[src/rtl/uart_tx_buffered.sv]
// 8N1 UART transmitter with a small byte FIFO and active-low CTS flow control.
`timescale 1ns/1ps
module uart_tx_buffered #(
  parameter int unsigned CLKS_PER_BIT = 434,
  parameter int unsigned FIFO_DEPTH   = 4
) (
  input  logic                          sample_clock,
  input  logic                          key,
  input  logic [7:0]                    tx_data,
  input  logic                          tx_valid,
  output logic                          tx_ready,
  input  logic                          uart_cts,
  output logic                          uart_tx,
  output logic                          busy,
  output logic                          tx_done,
  output logic [$clog2(FIFO_DEPTH):0]   fifo_count
);

  localparam int unsigned PTR_W  = $clog2(FIFO_DEPTH);
  localparam int unsigned CNT_W  = PTR_W + 1;
  localparam int unsigned BAUD_W = $clog2(CLKS_PER_BIT);

  typedef enum logic [1:0] {
    S_IDLE  = 2'd0,
    S_START = 2'd1,
    S_DATA  = 2'd2,
    S_STOP  = 2'd3
  } state_t;

  state_t            state_q, state_d;
  logic [BAUD_W-1:0] baud_q, baud_d;
  logic [2:0]        bit_q, bit_d;
  logic [7:0]        shift_q, shift_d;
  logic              tx_q, tx_d;
  logic              done_q, done_d;
  logic              busy_q;
  logic              pop;
  logic              push;
  logic              baud_last;

  logic [7:0]        mem [FIFO_DEPTH];
  logic [PTR_W-1:0]  wr_ptr_q, rd_ptr_q;
  logic [CNT_W-1:0]  count_q;

  logic              cts_meta_q, cts_sync_q;
  logic              cts_ok;

  assign tx_ready   = (count_q < CNT_W'(FIFO_DEPTH));
  assign push       = tx_valid & tx_ready;
  assign fifo_count = count_q;
  assign uart_tx    = tx_q;
  assign busy       = busy_q;
  assign tx_done    = done_q;
  assign cts_ok     = ~cts_sync_q;
  assign baud_last  = (baud_q == BAUD_W'(CLKS_PER_BIT - 1));

  // Two-flop CTS synchronizer; resets to "not clear to send".
  always_ff @(posedge sample_clock or negedge key) begin
    if (!key) begin
      cts_meta_q <= 1'b1;
      cts_sync_q <= 1'b1;
    end else begin
      cts_meta_q <= uart_cts;
      cts_sync_q <= cts_meta_q;
    end
  end

  // FIFO storage; contents need no reset because the pointers gate them.
  always_ff @(posedge sample_clock) begin
    if (push) begin
      mem[wr_ptr_q] <= tx_data;
    end
  end

  // FIFO pointers and occupancy; simultaneous push and pop cancel.
  always_ff @(posedge sample_clock or negedge key) begin
    if (!key) begin
      wr_ptr_q <= '0;
      rd_ptr_q <= '0;
      count_q  <= '0;
    end else begin
      if (push) begin
        wr_ptr_q <= wr_ptr_q + PTR_W'(1);
      end
      if (pop) begin
        rd_ptr_q <= rd_ptr_q + PTR_W'(1);
      end
      case ({push, pop})
        2'b10:   count_q <= count_q + CNT_W'(1);
        2'b01:   count_q <= count_q - CNT_W'(1);
        default: count_q <= count_q;
      endcase
    end
  end

  // Framer state register, including the registered line and status outputs.
  always_ff @(posedge sample_clock or negedge key) begin
    if (!key) begin
      state_q <= S_IDLE;
      baud_q  <= '0;
      bit_q   <= '0;
      shift_q <= '0;
      tx_q    <= 1'b1;
      done_q  <= 1'b0;
      busy_q  <= 1'b0;
    end else begin
      state_q <= state_d;
      baud_q  <= baud_d;
      bit_q   <= bit_d;
      shift_q <= shift_d;
      tx_q    <= tx_d;
      done_q  <= done_d;
      busy_q  <= (state_d != S_IDLE);
    end
  end

  // Next-state logic; tx_d is the line level for the state/bit being entered.
  always_comb begin
    state_d = state_q;
    baud_d  = baud_q;
    bit_d   = bit_q;
    shift_d = shift_q;
    tx_d    = tx_q;
    done_d  = 1'b0;
    pop     = 1'b0;

    case (state_q)
      S_IDLE: begin
        tx_d = 1'b1;
        if ((count_q != '0) && cts_ok) begin
          pop     = 1'b1;
          shift_d = mem[rd_ptr_q];
          baud_d  = '0;
          bit_d   = '0;
          tx_d    = 1'b0;
          state_d = S_START;
        end
      end

      S_START: begin
        if (baud_last) begin
          baud_d  = '0;
          tx_d    = shift_q[0];
          state_d = S_DATA;
        end else begin
          baud_d = baud_q + BAUD_W'(1);
        end
      end

      S_DATA: begin
        if (baud_last) begin
          baud_d  = '0;
          shift_d = {1'b0, shift_q[7:1]};
          if (bit_q == 3'd7) begin
            tx_d    = 1'b1;
            state_d = S_STOP;
          end else begin
            bit_d = bit_q + 3'd1;
            tx_d  = shift_q[1];
          end
        end else begin
          baud_d = baud_q + BAUD_W'(1);
        end
      end

      S_STOP: begin
        if (baud_last) begin
          baud_d  = '0;
          done_d  = 1'b1;
          tx_d    = 1'b1;
          state_d = S_IDLE;
        end else begin
          baud_d = baud_q + BAUD_W'(1);
        end
      end

      default: begin
        tx_d    = 1'b1;
        state_d = S_IDLE;
      end
    endcase
  end

endmodule
[config.mk]
export PLATFORM = sky130hd
export DESIGN_NAME = uart_tx_buffered
export DESIGN_NICKNAME = d
export VERILOG_FILES = /design/src/rtl/uart_tx_buffered.sv
export SDC_FILE = /design/constraint.sdc
export NUM_CORES = 1
export LEC_CHECK = 0
export CORE_ASPECT_RATIO = 1.25
export CORE_MARGIN = 2
export CORE_UTILIZATION = 58
export DETAILED_ROUTE_END_ITERATION = 10
export PLACE_DENSITY = 0.85
export SLEW_MARGIN = 20
export SYNTH_ARGS = -nofsm -noshare
export SYNTH_HDL_FRONTEND = slang
export SYNTH_SLANG_ARGS = --single-unit
[constraint.sdc]
create_clock -name sample_clock -period 2.7 [get_ports sample_clock]
set_clock_uncertainty 0.05 [all_clocks]
set_input_delay 0.405 -clock sample_clock [delete_from_list [all_inputs] [get_ports sample_clock]]
set_output_delay 0.405 -clock sample_clock [all_outputs]
set_load 0.005 [all_outputs]
## After elaboration in Yosys (flattened, before gate mapping)

Memory sizes are Yosys's and may differ from the RTL's.
Index checks and enable logic that the tools add are counted.
W data, S select, Z words.

- Memory bits (writable): 32
- Memories: 1
- Logic and storage cells: 73
- Flip-flop bits (word level): 34
- Output and inout port bits: 7

Memory list:

| name | words | width | rd ports | clocked after memory_dff | write ports | line | source |
|---|---|---|---|---|---|---|---|
| mem | 4 | 8 | 1 | 0 | 1 | 41 | `logic [7:0] mem [FIFO_DEPTH];` |

- Equality and inequality tests: 12
- Order comparisons: 1
- Reduce and logical (&&, ||, !) cells: 10
- Bitwise logic cells: 2
- Multiplexer cells: 29
- Add/sub/neg operators: 6

Operators with widths:

| cell | count |
|---|---|
| $mux W9 | 2 |
| $pmux W9 S2 | 1 |
| $mux W8 | 2 |
| $pmux W8 S2 | 1 |
| $pmux W3 S2 | 2 |
| $mux W1 | 11 |
| $mux W2 | 5 |
| $ne A2 B2 Y1 const B | 5 |
| $add A9 B1 Y9 const B | 1 |
| $eq A9 B9 Y1 const B | 1 |
| $mux W3 | 3 |
| $pmux W2 S4 | 1 |
| $add A3 B1 Y3 const B | 2 |
| $eq A2 B2 Y1 const B | 3 |
| $reduce_and A3 Y1 | 2 |
| $reduce_bool A2 Y1 | 3 |
| $add A2 B1 Y2 const B | 2 |
| $eq A2 B1 Y1 const B | 2 |
| $pmux W1 S4 | 1 |
| $reduce_and A4 Y1 | 1 |
| $eq A3 B3 Y1 const B | 1 |
| $lt A3 B3 Y1 const B | 1 |
| $reduce_bool A3 Y1 | 1 |
| $reduce_or A3 Y1 | 1 |
| other kinds (5) | 5 |

## Depth between registers and ports, before layout

Gate-level depths: netlist (run 1).

- Depth after elaboration: 6
- Mapped depth: 9

## Worst setup path before layout (run 1)

Ideal clock, no wire load.

- Kind: register to register
- From: register state_q[1]
- To: register count_q[2], in the netlist fifo_count[2]
- Data required time: 2.570 ns
- Cell stages (with the launch flop): 10
- Path buffers: 0
- Clock period less this slack: 2.000 ns
- Data arrival time: 1.870 ns
- Library setup time: 0.080 ns
- Setup slack: 0.700 ns
- Cell sequence: dfrtp_1 nor2_2 nand3_2 inv_2 ha_1 inv_1 fa_1 xor2_1 nor2_1 xnor2_1

- Word-level cells in the longest chain between the ends: 4
- Elaborated cells between the ends (all ways): 6
- Classes of those cells: eq/ne: 2; mux: 2; reduce/logical: 2

RTL lines:

| what | line | source |
|---|---|---|
| start: declaration | 30 | `state_t state_q, state_d;` |
| start signal: assignment | 107 | `state_q <= state_d;` |
| $logic_not A2 Y1 (*) | 127 | `case (state_q)` |
| $mux W1 (*) | 127 |  |
| via pop | 37 | `logic pop;` |
| $eq A2 B1 Y1 or $eq A2 B2 Y1 (tied branches) | 88 | `case ({push, pop})` |
| $pmux W3 S2 or $reduce_bool A2 Y1 (tied branches) | n/a |  |
| end signal: assignment | 89 | `2'b10: count_q <= count_q + CNT_W'(1);` |
| end signal: assignment | 90 | `2'b01: count_q <= count_q - CNT_W'(1);` |
| end signal: assignment | 91 | `default: count_q <= count_q;` |
| end: declaration | 43 | `logic [CNT_W-1:0] count_q;` |

The timed path passes the listed nets; every way through them passes the cells marked *.
A chain may end at the register's enable or synchronous reset.

## Final worst setup path (run 1)

Ends and elaborated chain as after synthesis.

==> flow_metrics.tcl, run 1 <==
set metrics [dict create \
    final_common_cell "edfxtp_1" \
    yosys_register_bits 66 \
    grt_start_max_net_pins 35 \
    coreArea_sq_mm 0.00476 \
    cts_max_level 3 \
    cp.buffers_inverters 2 \
    slew_viol_final 0 \
    cts_hold_buf 0 \
    crit_arrival_ps 2490 \
    hold_viol 0 \
    detailed_place_hpwl_um 3310 \
    tritoncts "done" \
    fin_area_sq_mm 0.00335 \
    clockBufferDepth 2 \
    drive_above_1_share 0.190 \
    drv_cap 0 \
    ir_drop_mv 0.792 \
    placed_cell_area_sq_mm 0.00313 \
    syn-num-nets 227 \
    routabilityCongestion 0.768 \
    synth_area_sq_mm 0.00288 \
    io_buffer_count 18 \
    period_minus_slack_ps 2290 \
    setup_viol 0 \
    post-cts-setup-buffer-count 0 \
    cp.required_ps 2910 \
    cpPeakStageDelay_ps 460 \
    grt_pass1_vias 1767 \
    die_h_um 82.7 \
    p_leak_nw 1.35 \
    yosysWarnings 0 \
    ys_types 45 \
    final_cell_mix "edfxtp_1 (32), dfrtp_1 (31), nor2_1 (23), clkdlybuf4s50_1 (18), inv_1 (10)" \
    antenna_found_initial 0 \
    vias 1719 \
    clkTransAtPathRegs_ps 70 \
    clockRootBuffer "clkbuf_8" \
    cellPowerDensity_mw_per_mm2 879 \
    path_delay_family "adder cells" \
    grt_pass1_wl_um 8220 \
    post-route-period-util 0.847 \
    placement_rows 28 \
    die_width_um 67.0 \
    routed_wl_um 4870 \
    wire_per_inst_um 16.4 \
    fmax_mhz 437 \
    cts-resized-gates 0 \
    slew_headroom 0.526 \
    synth_edf_count 32 \
    rsz0062_at_grt "false" \
    synthArstFlopShare 0.515 \
    cp_slowest_cell "dfrtp_1" \
    cts_num_sinks 66 \
    initial_utilization 0.604 \
    cp_max_fo 7 \
    drt_pre_antenna_iters 4 \
    ant_nets 0 \
    endpoint_kind "flip-flop" \
    drc_errors 0 \
    seq_area_frac_synth 0.631 \
    diodes 0 \
    crit_chain "nor2_2 -> nand3_2 -> inv_2 -> ha_1 -> inv_1 -> fa_1 -> xor2_1 -> nor2_1 -> xnor2_1" \
    grt-ovfl-total 0 \
    drt_iter0_markers 96 \
    status "complete, no violations" \
    setup_tns_ps 0 \
    synthFlopType "edfxtp_1" \
    worst_slew_pin_slew_ps 705 \
    vias_per_cell 5.79 \
    cts-buffers-inserted 9 \
    dieArea_sq_mm 0.00554 \
    syn2layout_area_growth_pct 16.4 \
    cp-start-kind "flip-flop" \
    hold_class "reg2reg" \
    clk_latency_ps 340 \
    postSynthCellCount 205 \
    syn_area_per_cell_sq_um 14.0 \
    crit_type "reg2reg" \
    io_pins 19 \
    final_nets 254 \
    grt_usage 0.210 \
]
[cells by family after synthesis]
group,share of synthesized area
DFF,0.631
and+or+nand+nor,0.106
AOI/OAI and AO/OA,0.0700
buffers and inverters,0.0252
muxes,0.0974
adders and majority gates,0.0461
xor gates and xnor gates,0.0244
[final cells by class]
cell class              count  area, sq um
clock buffers               9          124
clock inverters             7         92.6
fillers                   341         1420
inverters                  11         41.3
multi-input cells         122          988
flip-flops and latches     66         1820
well taps                  60         75.1
repair buffers             22          210
[power by group]
group | internal [mW] | total, mW | switching [mW]
Sequential | 1.27 | 1.43 | 0.162
Combinational | 0.336 | 0.617 | 0.281
Clock | 0.518 | 0.898 | 0.381
Total | 2.12 | 2.94 | 0.824
[worst reg2reg max path, cell delays in order, from the launching register on]
cell,delay [ps]
dfrtp_1,460
nor2_2,280
nand3_2,180
inv_2,160
ha_1,210
inv_1,70
fa_1,380
xor2_1,160
nor2_1,120
xnor2_1,130
[synthesized netlist by cell type (3+ instances only)]
library cell / number / area, sq um
and2_1: 6 / 37.5
mux4_2: 8 / 180
nand3_1: 4 / 20.0
dfstp_2: 3 / 78.8
ha_1: 9 / 113
clkbuf_1: 3 / 11.3
nor2_1: 23 / 86.3
nand2_1: 9 / 33.8
edfxtp_1: 32 / 961
a31oi_1: 6 / 37.5
mux2_2: 8 / 90.1
a21oi_1: 4 / 20.0
inv_1: 10 / 37.5
o21ai_0: 5 / 25.0
dfrtp_1: 31 / 776
a22o_1: 5 / 43.8
xnor2_1: 6 / 52.6
[sequential cells by signal, indices dropped and copies added, names as in the netlist]
signal,count
baud_q,9
bit_q,3
busy,1
cts_meta_q,1
cts_sync_q,1
fifo_count,3
mem,32
rd_ptr_q,2
shift_q,8
state_q,2
tx_done,1
uart_tx,1
wr_ptr_q,2
[per-layer routing]
metal	wire length, um	track usage	share of wire	up-vias
met2	2610	0.353	0.54	34
met5	0	0	0	-
met3	186	0.0583	0.038	9
li1	-	-	-	803
met1	1970	0.251	0.40	873
met4	105	0.0959	0.022	0
[path summary, 6_finish.rpt]
check | slack, ps | depth (start not counted) | endpoint | start
setup / recovery | 410 | 9 | fifo_count[2] | state_q[1]
hold / removal | 320 | 0 | cts_sync_q | cts_meta_q
setup reg to reg | 410 | 9 | fifo_count[2] | state_q[1]
hold reg to reg | 320 | 0 | cts_sync_q | cts_meta_q
max in group asynchronous | 1850 | 2 | cts_meta_q | key
min in group asynchronous | 420 | 2 | baud_q[4] | key
[metrics by stage]
step	utilization	hold WS [ps]	setup WS (ps)	std cells	power, mW
CTS	0.702	317	426	297	2.98
global route	0.702	320	287	297	3.11
floorplan	-	59.4	700	205	1.84
detailed placement	0.657	304	467	281	2.07
finish	0.702	315	414	297	2.94
global placement	0.657	297	599	281	2.04
Power figures use the tool's default switching activity.
==> run 2, diff against run 1 <==
--- a/config.mk
+++ b/config.mk
@@ -7,9 +7,9 @@
 export LEC_CHECK = 0
 export CORE_ASPECT_RATIO = 1.25
 export CORE_MARGIN = 2
-export CORE_UTILIZATION = 58
+export CORE_UTILIZATION = 52
 export DETAILED_ROUTE_END_ITERATION = 10
-export PLACE_DENSITY = 0.85
+export PLACE_DENSITY = 0.81
 export SLEW_MARGIN = 20
 export SYNTH_ARGS = -nofsm -noshare
 export SYNTH_HDL_FRONTEND = slang
==> constraint.sdc (replaced) <==
create_clock -name sample_clock -period 2 [get_ports sample_clock]
set_clock_uncertainty 0.05 [all_clocks]
set_input_delay 0.3 -clock sample_clock [delete_from_list [all_inputs] [get_ports sample_clock]]
set_output_delay 0.3 -clock sample_clock [all_outputs]
set_load 0.005 [all_outputs]
==> flow_metrics.tcl, run 2 (same netlist as run 1, synthesis figures left out) <==
set metrics [dict create \
    status "complete, no violations" \
    hp-start "cts_meta_q" \
    endpoint_kind "flip-flop" \
    cellPowerDensity_mw_per_mm2 1160 \
    die_h_um 87.2 \
    final_nets 274 \
    drc_errors 0 \
    crit_chain "or3_4 -> nand3_4 -> inv_4 -> ha_2 -> inv_1 -> fa_2 -> xor2_1 -> nor2_1 -> xnor2_1" \
    io_pins 19 \
    hold_class "reg2reg" \
    hold_viol 0 \
    drt_pre_antenna_iters 4 \
    grt_usage 0.183 \
    wire_per_inst_um 15.9 \
    vias_per_cell 5.61 \
    diodes 0 \
    regArea_sq_mm 0.00182 \
    cts_num_sinks 66 \
    coreArea_sq_mm 0.00537 \
    placement_rows 30 \
    ir_drop_mv 0.703 \
    slew_viol_final 0 \
    crit_type "reg2reg" \
    final_common_cell "edfxtp_1" \
    rr_startpoint "fifo_count[1]" \
    cts-buffers-inserted 9 \
    io_buffer_count 18 \
    min_to "cts_sync_q" \
    timing.rr.end "fifo_count[2]" \
    worst_slew_pin_slew_ps 440 \
    met3_usage 0.0498 \
    final_cell_mix "edfxtp_1 (32), dfrtp_1 (31), nor2_1 (23), buf_4 (20), clkdlybuf4s50_1 (18)" \
    grt_pass1_wl_um 8500 \
    fill_cells 373 \
    routed_wl_um 5100 \
    period_minus_slack_ps 1930 \
    initial_utilization 0.536 \
    clkTransAtPathRegs_ps 70 \
    routabilityCongestion 0.750 \
    cp_slowest_cell "or3_4" \
    grt_start_max_net_pins 35 \
    drt_iter0_markers 120 \
    setup_viol 0 \
    slew_headroom 0.707 \
    placed_cell_area_sq_mm 0.00329 \
    cp_max_fo 3 \
    ff2ff_path_depth 9 \
    grt_pass1_vias 1758 \
    grt-ovfl-total 0 \
    largest_reg_flops 32 \
    detailed_place_hpwl_um 3520 \
    grtUsageMet1 0.228 \
    clockBufferDepth 2 \
    cp.required_ps 2180 \
    post-route-period-util 0.967 \
    cts_hold_buf 0 \
    syn2layout_area_growth_pct 24.1 \
    use_met2 0.299 \
    cts_max_level 3 \
    largest_register "mem" \
    vias 1801 \
    multi_input_area_sq_mm 0.00100 \
    ant_nets 0 \
    reg2reg_slack_ps 70 \
    setup_tns_ps 0 \
    antenna_found_initial 0 \
    fmax_mhz 517 \
    cpPeakStageDelay_ps 410 \
    drv_cap 0 \
    rsz0062_at_grt "true" \
    dieArea_sq_mm 0.00615 \
    p_leak_nw 1.46 \
    top_regs "mem x32, baud_q x9, shift_q x8" \
    die_width_um 70.5 \
    clockRootBuffer "clkbuf_8" \
    fin_area_sq_mm 0.00357 \
    crit_arrival_ps 2110 \
    drive_above_1_share 0.265 \
    clk_latency_ps 340 \
    holdPathStages 0 \
    tritoncts "done" \
    cp-start-kind "flip-flop" \
    grt_busiest_layer "met2" \
]
==> run 2: layer usage <==
| metal | wire (um) | vias up |
|---|---|---|
| met1 | 2110 | 916 |
| met3 | 190 | 9 |
| met2 | 2710 | 35 |
| met4 | 82 | 0 |
| met5 | 0 | - |
| li1 | - | 841 |
==> run 2: layout make-up <==
cell class | count | share of cell area
Timing Repair Buffer | 42 | 0.115
Tap cell | 64 | 0.0224
Clock inverter | 7 | 0.0263
Sequential cell | 66 | 0.509
Clock buffer | 9 | 0.0347
Multi-Input combinational cell | 122 | 0.281
Inverter | 11 | 0.0123
==> run 2: report_power, final <==
group	total, mW	internal (mW)	switching (mW)
Clock	1.21	0.698	0.509
Sequential	1.90	1.71	0.189
Combinational	1.03	0.582	0.444
Total	4.13	2.99	1.14
==> run 2: worst max-delay path: cells and delay by family, from the launching register on <==
kind / cells / cell delay [ps]
xor+xnor: 2 / 300
fa+ha+maj: 2 / 390
buf+inv: 2 / 110
flops: 1 / 390
simple gates: 3 / 600
==> run 2: worst max-delay path by stage <==
stage / from / endpoint / depth (start not counted)
final: fifo_count[1] / fifo_count[2] / 9
after global routing: fifo_count[1] / fifo_count[2] / 9
after CTS: state_q[1] / fifo_count[2] / 9
after detailed placement: tx_valid / fifo_count[2] / 9
after global placement: tx_valid / fifo_count[2] / 9
after floorplan: state_q[1] / fifo_count[2] / 9
==> run 2: what timing repair did <==
item                       in CTS  in global routing
resized for setup               2                  2
setup endpoints to repair       1                  6
setup buffers                   1                  5
pin swaps                       1                  3
==> run 2: per-stage QoR <==
step	utilization	cells	total power, mW	hold WS (ps)	worst slack [ps]
floorplan	-	205	2.48	-45.6	0.0389
global placement	0.613	299	2.85	296	36.5
detailed placement	0.613	299	2.90	299	-27.7
CTS	0.656	316	4.12	304	55.1
global route	0.665	321	4.37	315	-8.20
finish	0.665	321	4.13	308	65.1
